[config.mk]
export PLATFORM = sky130hd
export DESIGN_NAME = ifetch_queue_flat
export DESIGN_NICKNAME = d
export VERILOG_FILES = /design/src/rtl/ifq_pkg.sv /design/src/rtl/ifetch_queue_if.sv /design/src/rtl/ifq_fifo.sv /design/src/rtl/ifetch_queue.sv /design/src/flat_wrapper.sv
export SDC_FILE = /design/constraint.sdc
export NUM_CORES = 1
export LEC_CHECK = 0
export CORE_MARGIN = 2
export CORE_UTILIZATION = 56
export CTS_BUF_LIST = sky130_fd_sc_hd__clkbuf_8
export CTS_CLUSTER_DIAMETER = 30
export DETAILED_ROUTE_END_ITERATION = 10
export GPL_TIMING_DRIVEN = 1
export PLACE_DENSITY = 0.94
export SKIP_LAST_GASP = 1
export SYNTH_ARGS = -nofsm -noshare
export SYNTH_HDL_FRONTEND = slang
export SYNTH_HIERARCHICAL = 1
export SYNTH_SLANG_ARGS = --single-unit
[constraint.sdc]
create_clock -name clk -period 4.52 [get_ports clk]
set_input_delay 1.13 -clock clk [delete_from_list [all_inputs] [get_ports clk]]
set_output_delay 1.13 -clock clk [all_outputs]
set_load 0.05 [all_outputs]
[src/rtl/ifq_pkg.sv]
// Shared constants and the queue entry type for the instruction fetch queue.
package ifq_pkg;

  localparam int unsigned IFQ_DEPTH    = 4;
  localparam logic [63:0] IFQ_RESET_PC = 64'h0000_0000_8000_0000;
  localparam int unsigned IFQ_ENTRY_W  = 96;

  typedef struct packed {
    logic [63:0] pc;
    logic [31:0] inst;
  } ifq_entry_t;

endpackage

[src/rtl/ifetch_queue_if.sv]
// Fetch-stage bundle: PC/flush in, instruction memory port, decode handshake.
interface ifetch_queue_if;

  logic [63:0] pc_i;
  logic        flush_en_i;
  logic        imem_req_o;
  logic [63:0] imem_addr_o;
  logic [31:0] imem_rdata_i;
  logic        stall_o;
  logic        id_valid_o;
  logic        id_ready_i;
  logic [63:0] id_pc_o;
  logic [31:0] id_inst_o;

  // master = the fetch queue, slave = PC register / memory / decode side
  modport master (
    input  pc_i, flush_en_i, imem_rdata_i, id_ready_i,
    output imem_req_o, imem_addr_o, stall_o, id_valid_o, id_pc_o, id_inst_o
  );

  modport slave (
    output pc_i, flush_en_i, imem_rdata_i, id_ready_i,
    input  imem_req_o, imem_addr_o, stall_o, id_valid_o, id_pc_o, id_inst_o
  );

endinterface

[src/rtl/ifq_fifo.sv]
// Circular buffer of {pc, inst} entries with occupancy count and a flush that
// discards everything stored (read pointer jumps to the write pointer).
module ifq_fifo
  import ifq_pkg::*;
#(
  parameter  int unsigned DEPTH = IFQ_DEPTH,
  localparam int unsigned PTR_W = $clog2(DEPTH),
  localparam int unsigned CNT_W = PTR_W + 1
) (
  input  logic             clk,
  input  logic             rst,
  input  logic             push_i,
  input  ifq_entry_t       data_i,
  input  logic             pop_i,
  input  logic             flush_i,
  output logic [CNT_W-1:0] count_o,
  output ifq_entry_t       head_o
);

  logic [PTR_W-1:0] wr_ptr_q, wr_ptr_d;
  logic [PTR_W-1:0] rd_ptr_q, rd_ptr_d;
  logic [CNT_W-1:0] count_q, count_d;
  ifq_entry_t       mem_q [DEPTH];

  // NOTE: every combinational output gets a default first so no path leaves
  // it unassigned -- otherwise synthesis infers a latch.
  always_comb begin
    wr_ptr_d = wr_ptr_q;
    rd_ptr_d = rd_ptr_q;
    count_d  = count_q;
    if (flush_i) begin
      count_d  = '0;
      rd_ptr_d = wr_ptr_q;
    end else begin
      if (push_i) wr_ptr_d = wr_ptr_q + PTR_W'(1);
      if (pop_i)  rd_ptr_d = rd_ptr_q + PTR_W'(1);
      count_d = count_q + CNT_W'(push_i) - CNT_W'(pop_i);
    end
  end

  // NOTE: state registers use non-blocking assignments so every flop samples
  // the pre-edge values regardless of statement order.
  always_ff @(posedge clk) begin
    if (!rst) begin
      wr_ptr_q <= '0;
      rd_ptr_q <= '0;
      count_q  <= '0;
    end else begin
      wr_ptr_q <= wr_ptr_d;
      rd_ptr_q <= rd_ptr_d;
      count_q  <= count_d;
    end
  end

  // NOTE: storage is deliberately not reset; count gates validity, so stale
  // contents are never observed and the array can map onto plain RAM/flops.
  always_ff @(posedge clk) begin
    if (push_i && !flush_i) mem_q[wr_ptr_q] <= data_i;
  end

  assign count_o = count_q;
  assign head_o  = mem_q[rd_ptr_q];

endmodule

[src/rtl/ifetch_queue.sv]
// Instruction fetch queue: issues PC reads, buffers {pc, inst}, back-pressures
// the PC register. Optional macro IFQ_BYPASS_EN presents responses in the
// arrival cycle when the queue is empty.
module ifetch_queue
  import ifq_pkg::*;
#(
  parameter int unsigned DEPTH    = IFQ_DEPTH,
  parameter logic [63:0] RESET_PC = IFQ_RESET_PC
) (
  input logic            clk,
  input logic            rst,
  ifetch_queue_if.master bus
);

  localparam int unsigned CNT_W = $clog2(DEPTH) + 1;

  logic             infl_q, infl_d;
  logic [63:0]      infl_pc_q, infl_pc_d;
  logic [CNT_W-1:0] count;
  ifq_entry_t       head, resp, id_entry;
  logic             stall, req, bypass, id_valid, accept, push, fifo_pop;

  always_comb begin
    resp.pc   = infl_pc_q;
    resp.inst = bus.imem_rdata_i;
    // In-flight requests reserve a slot, so the queue can never overflow.
    stall     = (count + CNT_W'(infl_q)) >= CNT_W'(DEPTH);
    req       = rst & ~stall & ~bus.flush_en_i;
`ifdef IFQ_BYPASS_EN
    bypass    = (count == '0) & infl_q;
`else
    bypass    = 1'b0;
`endif
    id_valid  = bypass | (count != '0);
    id_entry  = bypass ? resp : head;
    accept    = id_valid & bus.id_ready_i;
    // A bypassed response taken by decode this cycle never enters storage.
    push      = infl_q & ~(bypass & bus.id_ready_i);
    fifo_pop  = accept & ~bypass;
    infl_d    = req;
    infl_pc_d = req ? bus.pc_i : infl_pc_q;
  end

  always_ff @(posedge clk) begin
    if (!rst) begin
      infl_q    <= 1'b0;
      infl_pc_q <= RESET_PC;
    end else begin
      infl_q    <= infl_d;
      infl_pc_q <= infl_pc_d;
    end
  end

  ifq_fifo #(.DEPTH(DEPTH)) u_fifo (
    .clk     (clk),
    .rst     (rst),
    .push_i  (push),
    .data_i  (resp),
    .pop_i   (fifo_pop),
    .flush_i (bus.flush_en_i),
    .count_o (count),
    .head_o  (head)
  );

  assign bus.imem_req_o  = req;
  assign bus.imem_addr_o = bus.pc_i;
  assign bus.stall_o     = stall;
  assign bus.id_valid_o  = id_valid;
  assign bus.id_pc_o     = id_valid ? id_entry.pc   : 64'h0;
  assign bus.id_inst_o   = id_valid ? id_entry.inst : 32'h0;

endmodule

[src/flat_wrapper.sv]
// flat-port wrapper written by rule: the top's interface ports become plain ports
module ifetch_queue_flat import ifq_pkg::*;
#(
  parameter int unsigned DEPTH    = IFQ_DEPTH,
  parameter logic [63:0] RESET_PC = IFQ_RESET_PC
)
  (clk, rst, bus_pc_i, bus_flush_en_i, bus_imem_rdata_i, bus_id_ready_i, bus_imem_req_o, bus_imem_addr_o, bus_stall_o, bus_id_valid_o, bus_id_pc_o, bus_id_inst_o);
  ifetch_queue_if bus_i ();
  input logic clk;
  input logic rst;
  input wire logic [$bits(bus_i.pc_i)-1:0] bus_pc_i;
  input wire logic [$bits(bus_i.flush_en_i)-1:0] bus_flush_en_i;
  input wire logic [$bits(bus_i.imem_rdata_i)-1:0] bus_imem_rdata_i;
  input wire logic [$bits(bus_i.id_ready_i)-1:0] bus_id_ready_i;
  output wire logic [$bits(bus_i.imem_req_o)-1:0] bus_imem_req_o;
  output wire logic [$bits(bus_i.imem_addr_o)-1:0] bus_imem_addr_o;
  output wire logic [$bits(bus_i.stall_o)-1:0] bus_stall_o;
  output wire logic [$bits(bus_i.id_valid_o)-1:0] bus_id_valid_o;
  output wire logic [$bits(bus_i.id_pc_o)-1:0] bus_id_pc_o;
  output wire logic [$bits(bus_i.id_inst_o)-1:0] bus_id_inst_o;
  assign bus_i.pc_i = bus_pc_i;
  assign bus_i.flush_en_i = bus_flush_en_i;
  assign bus_i.imem_rdata_i = bus_imem_rdata_i;
  assign bus_i.id_ready_i = bus_id_ready_i;
  assign bus_imem_req_o = bus_i.imem_req_o;
  assign bus_imem_addr_o = bus_i.imem_addr_o;
  assign bus_stall_o = bus_i.stall_o;
  assign bus_id_valid_o = bus_i.id_valid_o;
  assign bus_id_pc_o = bus_i.id_pc_o;
  assign bus_id_inst_o = bus_i.id_inst_o;
  ifetch_queue #(.DEPTH(DEPTH), .RESET_PC(RESET_PC)) u_core (.clk(clk), .rst(rst), .bus(bus_i));
endmodule
After elaboration in Yosys (flattened, before gate mapping). Memory sizes are Yosys's and may differ from the RTL's. A register that Yosys moved wholly into a read port is not among the register bits. Cells that the tools add are included. Widths: inputs -> output; s select.

Memories kept: 1. Memory bits (read-only): 0. Latch bits: 0. Output and inout port bits: 163. Logic and storage cells: 31. RAM bits: 384. Bits in registers: 72. Input bits: 100.

Memory list: u_core.u_fifo.mem_q (depth 4, width 96, read ports 1, clocked after memory_dff 1, write ports 1, line ifq_fifo.sv:23) `ifq_entry_t mem_q [DEPTH];`.

Equal/unequal tests: 0. Shifts and indexed selects: 0. $add $sub $neg: 4. Multiplexer cells: 8. Reductions and logical operators: 6. Divide/modulo/power cells: 0. Bitwise logic cells: 6. Multiply operators: 0. $lt $le $gt $ge: 1.

Operators with widths (count): $mux 64 (1); $mux 32 (1); $mux 2 (4); $add 2x1->2 const B (2); $add 3x1->3 (1); $and 1x1->1 (3); $ge 3x3->1 const B (1); $not 1->1 (3); $reduce_bool 3->1 (1); $sub 3x1->3 (1); $mux 1 (2); $reduce_and 2->1 (1); $reduce_bool 2->1 (1); $reduce_or 2->1 (1); $logic_and 1x1->1 (1); $logic_not 1->1 (1).

Longest topological paths before layout.
Depth in word-level cells: 6. Depth in mapped cells: 12. Gate-level depth less buffers: 10.

Modules after synthesis. Netlist, hierarchy kept.

By module, submodules not included: ifq_fifo (times used 1, area each 14295.0 µm², cells each 546, sequential area each 11711.2 µm²); ifetch_queue (times used 1, area each 3841.2 µm², cells each 450, sequential area each 1301.2 µm²).

Worst setup path before layout. No wires, ideal clock.

Path type: input port to flip-flop. Start: in bus_flush_en_i. End: mem u_core/u_fifo/mem_q[2][0] (netlist bit) (enable). Stages: 2. Arrival time: 3.688 ns. Path slack: 0.366 ns. Buffers on the path: 0. Required time: 4.054 ns. Path through: nor2b_1 > and2_1.

Longest elaborated chain between the ends: 4.

RTL lines: start, declared (line flat_wrapper.sv:12) `input wire logic [$bits(bus_i.flush_en_i)-1:0] bus_flush_en_i;`; $logic_not 1->1 (line ifq_fifo.sv:58) `if (push_i && !flush_i) mem_q[wr_ptr_q] <= data_i;`; $logic_and 1x1->1 (line ifq_fifo.sv:58); $mux 1 (line ifq_fifo.sv:58); $mux 1 (implied by the code) (line ifq_fifo.sv:58); end, declared (line ifq_fifo.sv:23).

No other way between the ends.

==> impl_metrics.csv <==
group,metric,value,unit
status,outcome,"finished, final reports clean",
detailed_routing,vias,9293,
yosys,syn_area_per_cell,18.2,sq um
setup_path,rrSetupSlack,1.75,ns
clock_tree,root_buffer,"clkbuf_8",
yosys,yosysUniqueCellTypes,31,
layout,diodes,0,
floorplan,dieArea,33800,sq um
yosys,seq_area_frac_synth,0.717,
global_routing,grt_pass1_wl,54200,um
setup_path,crit_type,"reg -> out",
detailed_routing,firstDrtPassIters,5,
global_routing,use_met2,0.367,
yosys,synth-edff-count,384,
detailed_routing,wire_per_inst,20.4,um
floorplan,die_w,184,um
timing,relSlewSlack,0.418,
floorplan,rows,65,
timing,min_period,4.19,ns
clock_tree,cts_hold_buf,0,
floorplan,io_pins,263,
clock_tree,clkLatencyLatePin,0.58,ns
yosys,synth_area_leaders,"edfxtp_1, mux4_2, dfxtp_1",
timing,setup_violations,0,
yosys,synthCells,996,
power_and_ir_drop,ir_drop,0.313,mV
setup_path,cp-start-kind,"flip-flop",
clock_tree,post_cts_buffers,0,
timing,finClkSkew,0.0239,ns
setup_path,ff2ff_path_depth,10,
yosys,synthArstFlopShare,0,
yosys,synth_area,18100,sq um
yosys,synth_compound_area_frac,0.00110,
setup_path,r2r_end,"u_core/u_fifo/count_o[2]$_SDFF_PP0_",
timing,post-route-period-util,0.928,
detailed_routing,antenna_left,0,
placed_design,hpwl,21700,um
global_routing,grt_pass1_vias,10114,
yosys,yosysWarnings,6,
global_routing,met1_usage,0.259,
yosys,synthesis.nets,1103,
layout,drive_gt1_frac,0.205,
layout,final_nets,1358,
yosys,synthAdderAreaFrac,0.00524,
yosys,yosys.area.top_type,"edfxtp_1",
worst_hold_path,min_to,"u_core/u_fifo/mem_q[2][32]$_DFFE_PP_",
global_routing,grt_max_degree,51,
placed_design,placed_area,20700,sq um
detailed_routing,drc,0,
layout,fin_area,22400,sq um
yosys,yosys.area_share.simple,0.0553,
clock_tree,clkSlewWorstSetupHoldPaths,0.06,ns
yosys,synth_top_family_by_area,"multiplexers",
power_and_ir_drop,power,0.0100,W
setup_path,crit_required,3.39,ns
layout,final_util,0.706,
setup_path,critPathArrivalTime,3.06,ns
setup_path,r2r-start,"u_core/u_fifo/count_o[1]$_SDFF_PP0_",
yosys,synth_mux_area_frac,0.156,
timing,hold_viol_final,0,
yosys,synth_xor_area_frac,0.00290,
worst_hold_path,holdPathStages,0,
timing,hold_ws,0.491,ns
placed_design,io_buffers,262,
setup_path,crit_path_end_kind,"output port",
detailed_routing,routed_wirelength,35200,um
placed_design,gp_congestion,0.735,
run,drv_cap,0,
clock_tree,cts.path.max_buffers,3,
yosys,synth_flop_cell,"edfxtp_1",
worst_hold_path,hold_start,"u_core/infl_pc_q[0]$_SDFFE_PN0P_",
detailed_routing,drtIter0Drc,514,
power_and_ir_drop,power.density,446,nW/um^2
detailed_routing,via_per_inst,5.40,
floorplan,initial_core_util,0.572,
timing,rsz0062_at_grt,"false",
global_routing,track_usage,0.212,
timing,fin_setup_tns,0,ns
setup_path,crit_fanout,24,
timing,worstMarginPinSlew,0.873,ns
global_routing,met3_usage,0.0539,
global_routing,busiest_layer,"met2",
power_and_ir_drop,leakagePower,8.12,nW
floorplan,design.core.area,31700,sq um
clock_tree,cts_resized,0,
floorplan,dieHeight,184,um
worst_hold_path,min_path_type,"reg -> reg",
layout,fillers,1912,
clock_tree,tritoncts,"built",
clock_tree,clock_sinks,458,
global_routing,grt_overflow_total,0,
timing,drv_slew,0,
global_routing,antenna_found_initial,0,
yosys,synth_top_area_frac,0.636,
yosys,ys_ff_latch,458,
timing,fmax,239,MHz
clock_tree,cts_inserted_buffers,81,
layout,area.growth.synth_to_final,23.5,%
clock_tree,htree_num_levels,3,
[per-stage QoR]
step	worst slack, ns	instances
after floorplan	0.366	996
after global placement	0.910	1570
after detailed placement	0.823	1570
after CTS	0.212	1720
after global routing	0.132	1720
final	0.327	1720
[how the worst max path moves through the flow]
stage / startpoint / endpoint / slack (ns)
final: flip-flop / bus_id_inst_o[9] / 0.33
after global routing: flip-flop / bus_id_inst_o[9] / 0.13
after CTS: flip-flop / bus_id_inst_o[9] / 0.21
after global placement: bus_pc_i[54] / bus_imem_addr_o[54] / 0.91
after detailed placement: bus_flush_en_i / u_core/infl_pc_q[10]$_SDFFE_PN0P_ / 0.82
after floorplan: bus_flush_en_i / u_core/u_fifo/mem_q[2][0]$_DFFE_PP_ / 0.37
[state kept, by name, indices dropped and copies added (netlist names), named ones only]
signal,count
u_core/u_fifo/mem_q,384
u_core/infl_pc_q,64
u_core/u_fifo/count_o,3
u_core/u_fifo/rd_ptr_q,2
u_core/u_fifo/wr_ptr_q,2
u_core/infl_q,1
[power breakdown]
part           switching (W)  internal (W)  total [W]  leakage [nW]
Sequential         0.0000881       0.00470    0.00479          4.12
Clock                0.00165       0.00221    0.00386         0.943
Combinational       0.000806      0.000540    0.00135          3.06
Total                0.00254       0.00746     0.0100          8.12
[cell usage in the layout (no fill, tap or decap)]
cell type	synthesis	routed
clkinvlp_4	0	7
dfxtp_1	74	72
nand3_2	1	1
xor2_1	2	2
a21oi_1	2	2
and2_1	82	78
and3_1	1	1
o21ai_0	2	2
mux2i_1	64	64
inv_1	69	94
mux2i_4	1	1
nand2b_1	1	1
edfxtp_1	384	384
clkinv_4	0	2
mux4_2	96	96
nor3b_2	1	1
nand2_1	65	65
clkdlybuf4s50_1	0	260
ha_1	6	6
buf_4	66	12
fa_1	1	1
and2_4	20	24
nor2_1	2	2
bufinv_16	0	7
and3b_1	1	1
mux2_1	1	1
inv_2	2	2
buf_12	5	10
buf_2	12	1
or3_4	0	1
clkinv_2	0	11
clkinv_1	0	6
nor2b_1	2	2
xnor2_1	4	4
inv_6	0	4
dfxtp_4	0	2
inv_8	0	1
clkbuf_8	0	87
[cells in the mapped netlist, types with 2 or more instances]
cell,n
buf_12,5
buf_6,6
xor2_1,2
mux2i_1,64
nor2b_1,2
o21ai_0,2
inv_2,2
and2_4,20
inv_1,69
clkbuf_1,18
mux4_2,96
nand2_1,65
edfxtp_1,384
buf_2,12
nor2_1,2
dfxtp_1,74
a21oi_1,2
buf_8,4
and2_1,82
buf_4,66
ha_1,6
xnor2_1,4
[logic make-up after synthesis]
logic type,after synthesis
adders and majority gates,7
AOI/OAI and AO/OA,4
muxes,162
and+or+nand+nor,177
xor gates and xnor gates,6
DFF,458
buffers and inverters,182
[area by class of cell]
cell class              instances  area, sq um  share of cell area
well taps                     402          503              0.0225
multi-input cells             356         4020               0.179
clock inverters                63          498              0.0222
clock buffers                  87         1200              0.0534
flip-flops and latches        458        13000               0.581
repair buffers                283         2900               0.129
inverters                      71          267              0.0119
[worst max-delay path, cell delays in order, from the launching register on]
cell,delay (ns)
dfxtp_4,0.72
buf_4,0.35
mux4_2,0.54
and2_1,0.16
clkdlybuf4s50_1,0.70
[per-layer routing]
layer / share of wire / vias to the layer above
met4: 0.022 / 0
li1: - / 4175
met5: 0 / -
met1: 0.39 / 4677
met2: 0.52 / 366
met3: 0.068 / 75
Power figures use the tool's default switching activity.
==> RTL edit 1, RTL diff (config.mk and constraints unchanged) <==
Build with the macro `IFQ_BYPASS_EN` defined.
--- a/src/rtl/ifetch_queue.sv
+++ b/src/rtl/ifetch_queue.sv
@@ -1,6 +1,8 @@
 // Instruction fetch queue: issues PC reads, buffers {pc, inst}, back-pressures
 // the PC register. Optional macro IFQ_BYPASS_EN presents responses in the
 // arrival cycle when the queue is empty.
+`define IFQ_BYPASS_EN
+
 module ifetch_queue
   import ifq_pkg::*;
 #(
Behaviour: not the same (Yosys sat finds a counterexample within 4 cycles, from zero or initial values and one cycle with rst low).
==> RTL edit 1 against the original RTL <==
Worst setup slack lost 0.043 ns; wire length grew 17%; total power increased by 2.0%; combinational power rose by 3%; cell area rose by 3.2%; sequential share of layout area is 1.8 points lower; sequential cell count unchanged; fmax is 1.0% lower; hold slack better by 0.016 ns; die area rose by 3.1%; via count up 18%; critical endpoint is now bus_id_pc_o[62]; synthesized area grew 3.2%.
==> RTL edit 1: results (changes against the original RTL) <==
[worst_setup_path]
critPathSlowestCell=clkdlybuf4s50_1
slowest_delay_ns=0.86  ; +0.14 ns
arrival_ns=3.11  ; +0.05 ns
crit_fanout=44  ; +83%
worstSetupEndpoint=bus_id_pc_o[62]

[drt]
routedWlPerCell_um=21.0  ; +2.6%
drtIter0Drc=893  ; +74%
wl_met2_mm=21.1  ; +14%
drt-pass1-iter-count=5  ; unchanged
vias=10953  ; +18%
met3_length_mm=3.16  ; +32%

[place]
pre_cts_slack_ns=0.642  ; -0.182 ns
dp_hpwl_mm=23.7  ; +9.1%
routabilityCongestion=0.759  ; +3.3%

[global_route]
antenna_found_initial=1  ; +1
grt.met2_usage_pct=40.7  ; +4.0 points
grt_pass1_wl_mm=64.0  ; +18%
grt_max_degree=97  ; +90%
grt_util_met3_pct=4.82  ; -0.57 points
grt_pass1_vias=11868  ; +17%
grt_use_total_pct=23.7  ; +2.5 points
met1_usage_pct=29.9  ; +4.0 points

[power_and_ir_drop]
clock_power_share_pct=39.5  ; +0.9 points
total_power_w=0.0102  ; +2.0%
power_leakage_nw=8.59  ; +5.9%
p_int_w=0.00757  ; +1.5%
ir_worst_vdd_v=0.000309  ; -1.3%

[synthesis]
synth_ff_type=edfxtp_1
synth-xor-area-share_pct=0.281  ; -0.0090 points
synthDistinctLibCells=34  ; +9.7%
synth.area.mux_share_pct=15.1  ; -0.53 points
yosysSeqAreaShare_pct=69.5  ; -2.2 points
synth-adder-area-share_pct=0.508  ; -0.016 points
syn_nets=1319  ; +20%
ys.warnings.count=6  ; unchanged
synth_area_leaders=edfxtp_1, mux4_2, dfxtp_1

[finish]
drive_gt1_share_pct=16.9  ; -3.6 points
fill_cells=1988  ; +4.0%
nets=1557  ; +15%
register_area_um2=13000  ; about the same

[outcome]
status=finished clean

[timing]
slew_headroom_pct=49.4  ; +7.6 points
fin_worst_skew_ns=0.0279  ; +0.00408 ns

## RTL edit 1: changes by cell type after synthesis, sizes merged
cell and change:
nand2b +1, nor3 +1, nand2 +192, nand3 +96, a21boi +1, clkbuf +16, buf +5, and2 -96
## RTL edit 1: stage by stage
stage	hold WS, ns	std cells	instance area, um2
global placement	0.489	1809	21400
global route	0.524	1956	23100
finish	0.507	1957	23100
floorplan	0.473	1212	18700
CTS	0.510	1956	23100
detailed placement	0.507	1809	21400
## RTL edit 1: layout make-up
cell class / count / area share [%]
flip-flops and latches: 458 / 56.3
multi-input cells: 551 / 19.9
repair buffers: 287 / 12.7
clock buffers: 84 / 5.00
clock inverters: 63 / 2.56
well taps: 442 / 2.39
inverters: 71 / 1.15
diodes: 1 / 0.0108
## RTL edit 1: worst min-delay path by stage
stage                                       from                              endpoint  cells after the start
6_report       u_core/infl_pc_q[57]$_SDFFE_PN0P_  u_core/u_fifo/mem_q[1][89]$_DFFE_PP_                      0
5_1_grt        u_core/infl_pc_q[57]$_SDFFE_PN0P_  u_core/u_fifo/mem_q[1][89]$_DFFE_PP_                      0
4_1_cts        u_core/infl_pc_q[57]$_SDFFE_PN0P_  u_core/u_fifo/mem_q[1][89]$_DFFE_PP_                      0
3_5_place_dp   u_core/infl_pc_q[24]$_SDFFE_PN0P_     u_core/infl_pc_q[24]$_SDFFE_PN0P_                      2
3_3_place_gp   u_core/infl_pc_q[31]$_SDFFE_PN1P_  u_core/u_fifo/mem_q[2][63]$_DFFE_PP_                      0
2_1_floorplan  u_core/infl_pc_q[31]$_SDFFE_PN1P_  u_core/u_fifo/mem_q[0][63]$_DFFE_PP_                      0
==> RTL edit 2, RTL diff (same flow settings) <==
Made on the original files. Make the reset (`rst`) asynchronous in 2 clocked blocks.
--- a/src/rtl/ifq_fifo.sv
+++ b/src/rtl/ifq_fifo.sv
@@ -40,7 +40,7 @@
 
   // NOTE: state registers use non-blocking assignments so every flop samples
   // the pre-edge values regardless of statement order.
-  always_ff @(posedge clk) begin
+  always_ff @(posedge clk or negedge rst) begin
     if (!rst) begin
       wr_ptr_q <= '0;
       rd_ptr_q <= '0;
--- a/src/rtl/ifetch_queue.sv
+++ b/src/rtl/ifetch_queue.sv
@@ -41,7 +41,7 @@
     infl_pc_d = req ? bus.pc_i : infl_pc_q;
   end
 
-  always_ff @(posedge clk) begin
+  always_ff @(posedge clk or negedge rst) begin
     if (!rst) begin
       infl_q    <= 1'b0;
       infl_pc_q <= RESET_PC;
Function: differs if rst is asserted again (counterexample within 4 cycles, from zero or initial values and one cycle with rst low); with rst held inactive, the same outputs for 4 cycles.
==> RTL edit 2 against the original RTL <==
Synthesized area decreased by 1.4%; non-clock buffer count shrank 4; global-route usage up 0.64 points; wire length is 1.0% higher; sequential cell count fell by 2; critical path depth unchanged; fmax is 2.3% lower; sequential share of layout area grew 1.8 points; hold slack improved by 0.020 ns; count of clock-buffer cells in the layout up 1; cell area shrank 0.60%; worst setup slack got worse by 0.098 ns; critical endpoint is now bus_id_pc_o[19]; largest cell class unchanged; highest routed layer unchanged.
Power is not compared: it rests on default switching activity, and its combinational part moved more than twofold at a synthesized area within 25%.
==> RTL edit 2: results (changes against the original RTL) <==
[power_and_ir_drop]
netSwitchingPower_w=0.00532
power_leakage_nw=7.65

[global_route]
grt_use_total_pct=21.8  ; +0.64 points
grt_pass1_vias=9679  ; -4.3%
grt_max_degree=99  ; +94%
grt_pass1_wl_mm=54.7  ; +0.98%

[place]
pre_cts_slack_ns=0.675  ; -0.148 ns
routabilityCongestion=0.709  ; -3.5%
dp_hpwl_mm=20.5  ; -5.5%
dp_cells=1430  ; -8.9%
io_buffers=262  ; unchanged

[worst_setup_path]
worstRegToRegCells=9  ; -1
rr_startpoint=u_core/u_fifo/count_o[1]$_DFF_PN0_
crit_fanout=34  ; +42%
worstSetupEndpoint=bus_id_pc_o[19]
rrSetupSlack_ns=1.64  ; -0.11 ns
arrival_ns=3.16  ; +0.10 ns
reg2reg_to=u_core/u_fifo/count_o[2]$_DFF_PN0_

[drt]
met3_length_mm=2.56  ; +6.9%
drt_wl_total_mm=35.5  ; +1.0%
drt-pass1-iter-count=5  ; unchanged
drtIter0Drc=726  ; +41%
via_per_inst=5.57  ; +3.1%
wl_met1_mm=14.2  ; +4.4%
wl_met2_mm=18.3  ; -0.87%
routedWlPerCell_um=22.5  ; +10%

[clock_tree]
clkLatencyLatePin_ns=0.57
cts_buffers=79  ; -2.5%
cts_resized=0  ; unchanged
cts_setup_buffers=0  ; unchanged
clockBufferDepth=3  ; unchanged

[timing]
fin_worst_skew_ns=0.0201  ; -0.00378 ns
max_freq_mhz=233  ; -2.3%
tightestPinTransition_ns=0.990  ; +0.116 ns

[synthesis]
syn_nets=961  ; -13%
syn_inst=854  ; -14%
netlist_top_cells_count=edfxtp_1, and2_1, mux4_2, dfrtp_1, buf_4
async_flop_share_pct=15.8  ; +16 points
synthDistinctLibCells=28  ; -9.7%
yosysSeqAreaShare_pct=74.6  ; +2.8 points
synth_area_leaders=edfxtp_1, mux4_2, dfrtp_1
synth_edf_count=384  ; unchanged

[finish]
drive_gt1_share_pct=20.7  ; +0.20 points
nets=1216  ; -10%
top_register=u_core/u_fifo/mem_q
fill_cells=1850  ; -3.2%

[outcome]
status=finished clean

[worst_hold_path]
min_path_type=flop to flop

## RTL edit 2: final cells by class
type	count	area (um2)	share of cell area, %
flip-flops and latches	456	13300	59.9
multi-input cells	288	3790	17.0
repair buffers	279	2850	12.8
clock buffers	88	1210	5.44
clock inverters	59	556	2.49
well taps	402	503	2.26
inverters	5	18.8	0.0843
## RTL edit 2: critical path, cell delays in order, from the launching register on
cell             delay, ns
dfrtp_4               0.77
buf_12                0.36
mux4_2                0.56
and2_1                0.17
clkdlybuf4s50_1       0.71
## RTL edit 2: stage by stage
step | cell area [um2] | total power, W
final | 22300 | 0.0151
after floorplan | 17900 | 0.00950
after global routing | 22300 | 0.0158
after global placement | 20500 | 0.0111
after detailed placement | 20500 | 0.0112
after CTS | 22300 | 0.0153
## RTL edit 2: cells by family after synthesis
group	after synthesis	synth area share, %
and+or+nand+nor	113	3.93
buffers and inverters	110	4.32
AOI/OAI and AO/OA	2	0.0840
DFF	456	74.6
muxes	162	16.3
xor gates and xnor gates	4	0.273
adders and majority gates	7	0.532
## RTL edit 2: how the worst min path moves through the flow
stage                                startpoint                                    to  slack [ns]  cells after the start
6_report       u_core/infl_pc_q[63]$_DFFE_PN0P_  u_core/u_fifo/mem_q[1][95]$_DFFE_PP_        0.51                      0
5_1_grt        u_core/infl_pc_q[50]$_DFFE_PN0P_  u_core/u_fifo/mem_q[3][82]$_DFFE_PP_        0.52                      0
4_1_cts        u_core/infl_pc_q[50]$_DFFE_PN0P_  u_core/u_fifo/mem_q[3][82]$_DFFE_PP_        0.51                      0
3_5_place_dp   u_core/infl_pc_q[41]$_DFFE_PN0P_  u_core/u_fifo/mem_q[1][73]$_DFFE_PP_        0.50                      0
3_3_place_gp   u_core/infl_pc_q[49]$_DFFE_PN0P_  u_core/u_fifo/mem_q[0][81]$_DFFE_PP_        0.48                      0
2_1_floorplan   u_core/infl_pc_q[0]$_DFFE_PN0P_  u_core/u_fifo/mem_q[0][32]$_DFFE_PP_        0.47                      0
## RTL edit 2: power groups by stage
stage / Clock, W / Sequential [W] / Combinational (W)
6_report: 0.00404 / 0.00568 / 0.00542
5_1_grt: 0.00433 / 0.00576 / 0.00569
4_1_cts: 0.00411 / 0.00569 / 0.00550
3_5_place_dp: 0 / 0.00578 / 0.00547
3_3_place_gp: 0 / 0.00570 / 0.00539
2_1_floorplan: 0 / 0.00554 / 0.00396
## RTL edit 2: routing by layer
layer / up-vias / global-route usage [%]
met4: 0 / 5.77
met2: 383 / 37.5
met3: 45 / 5.29
li1: 3824 / -
met5: - / 0
met1: 4531 / 28.2
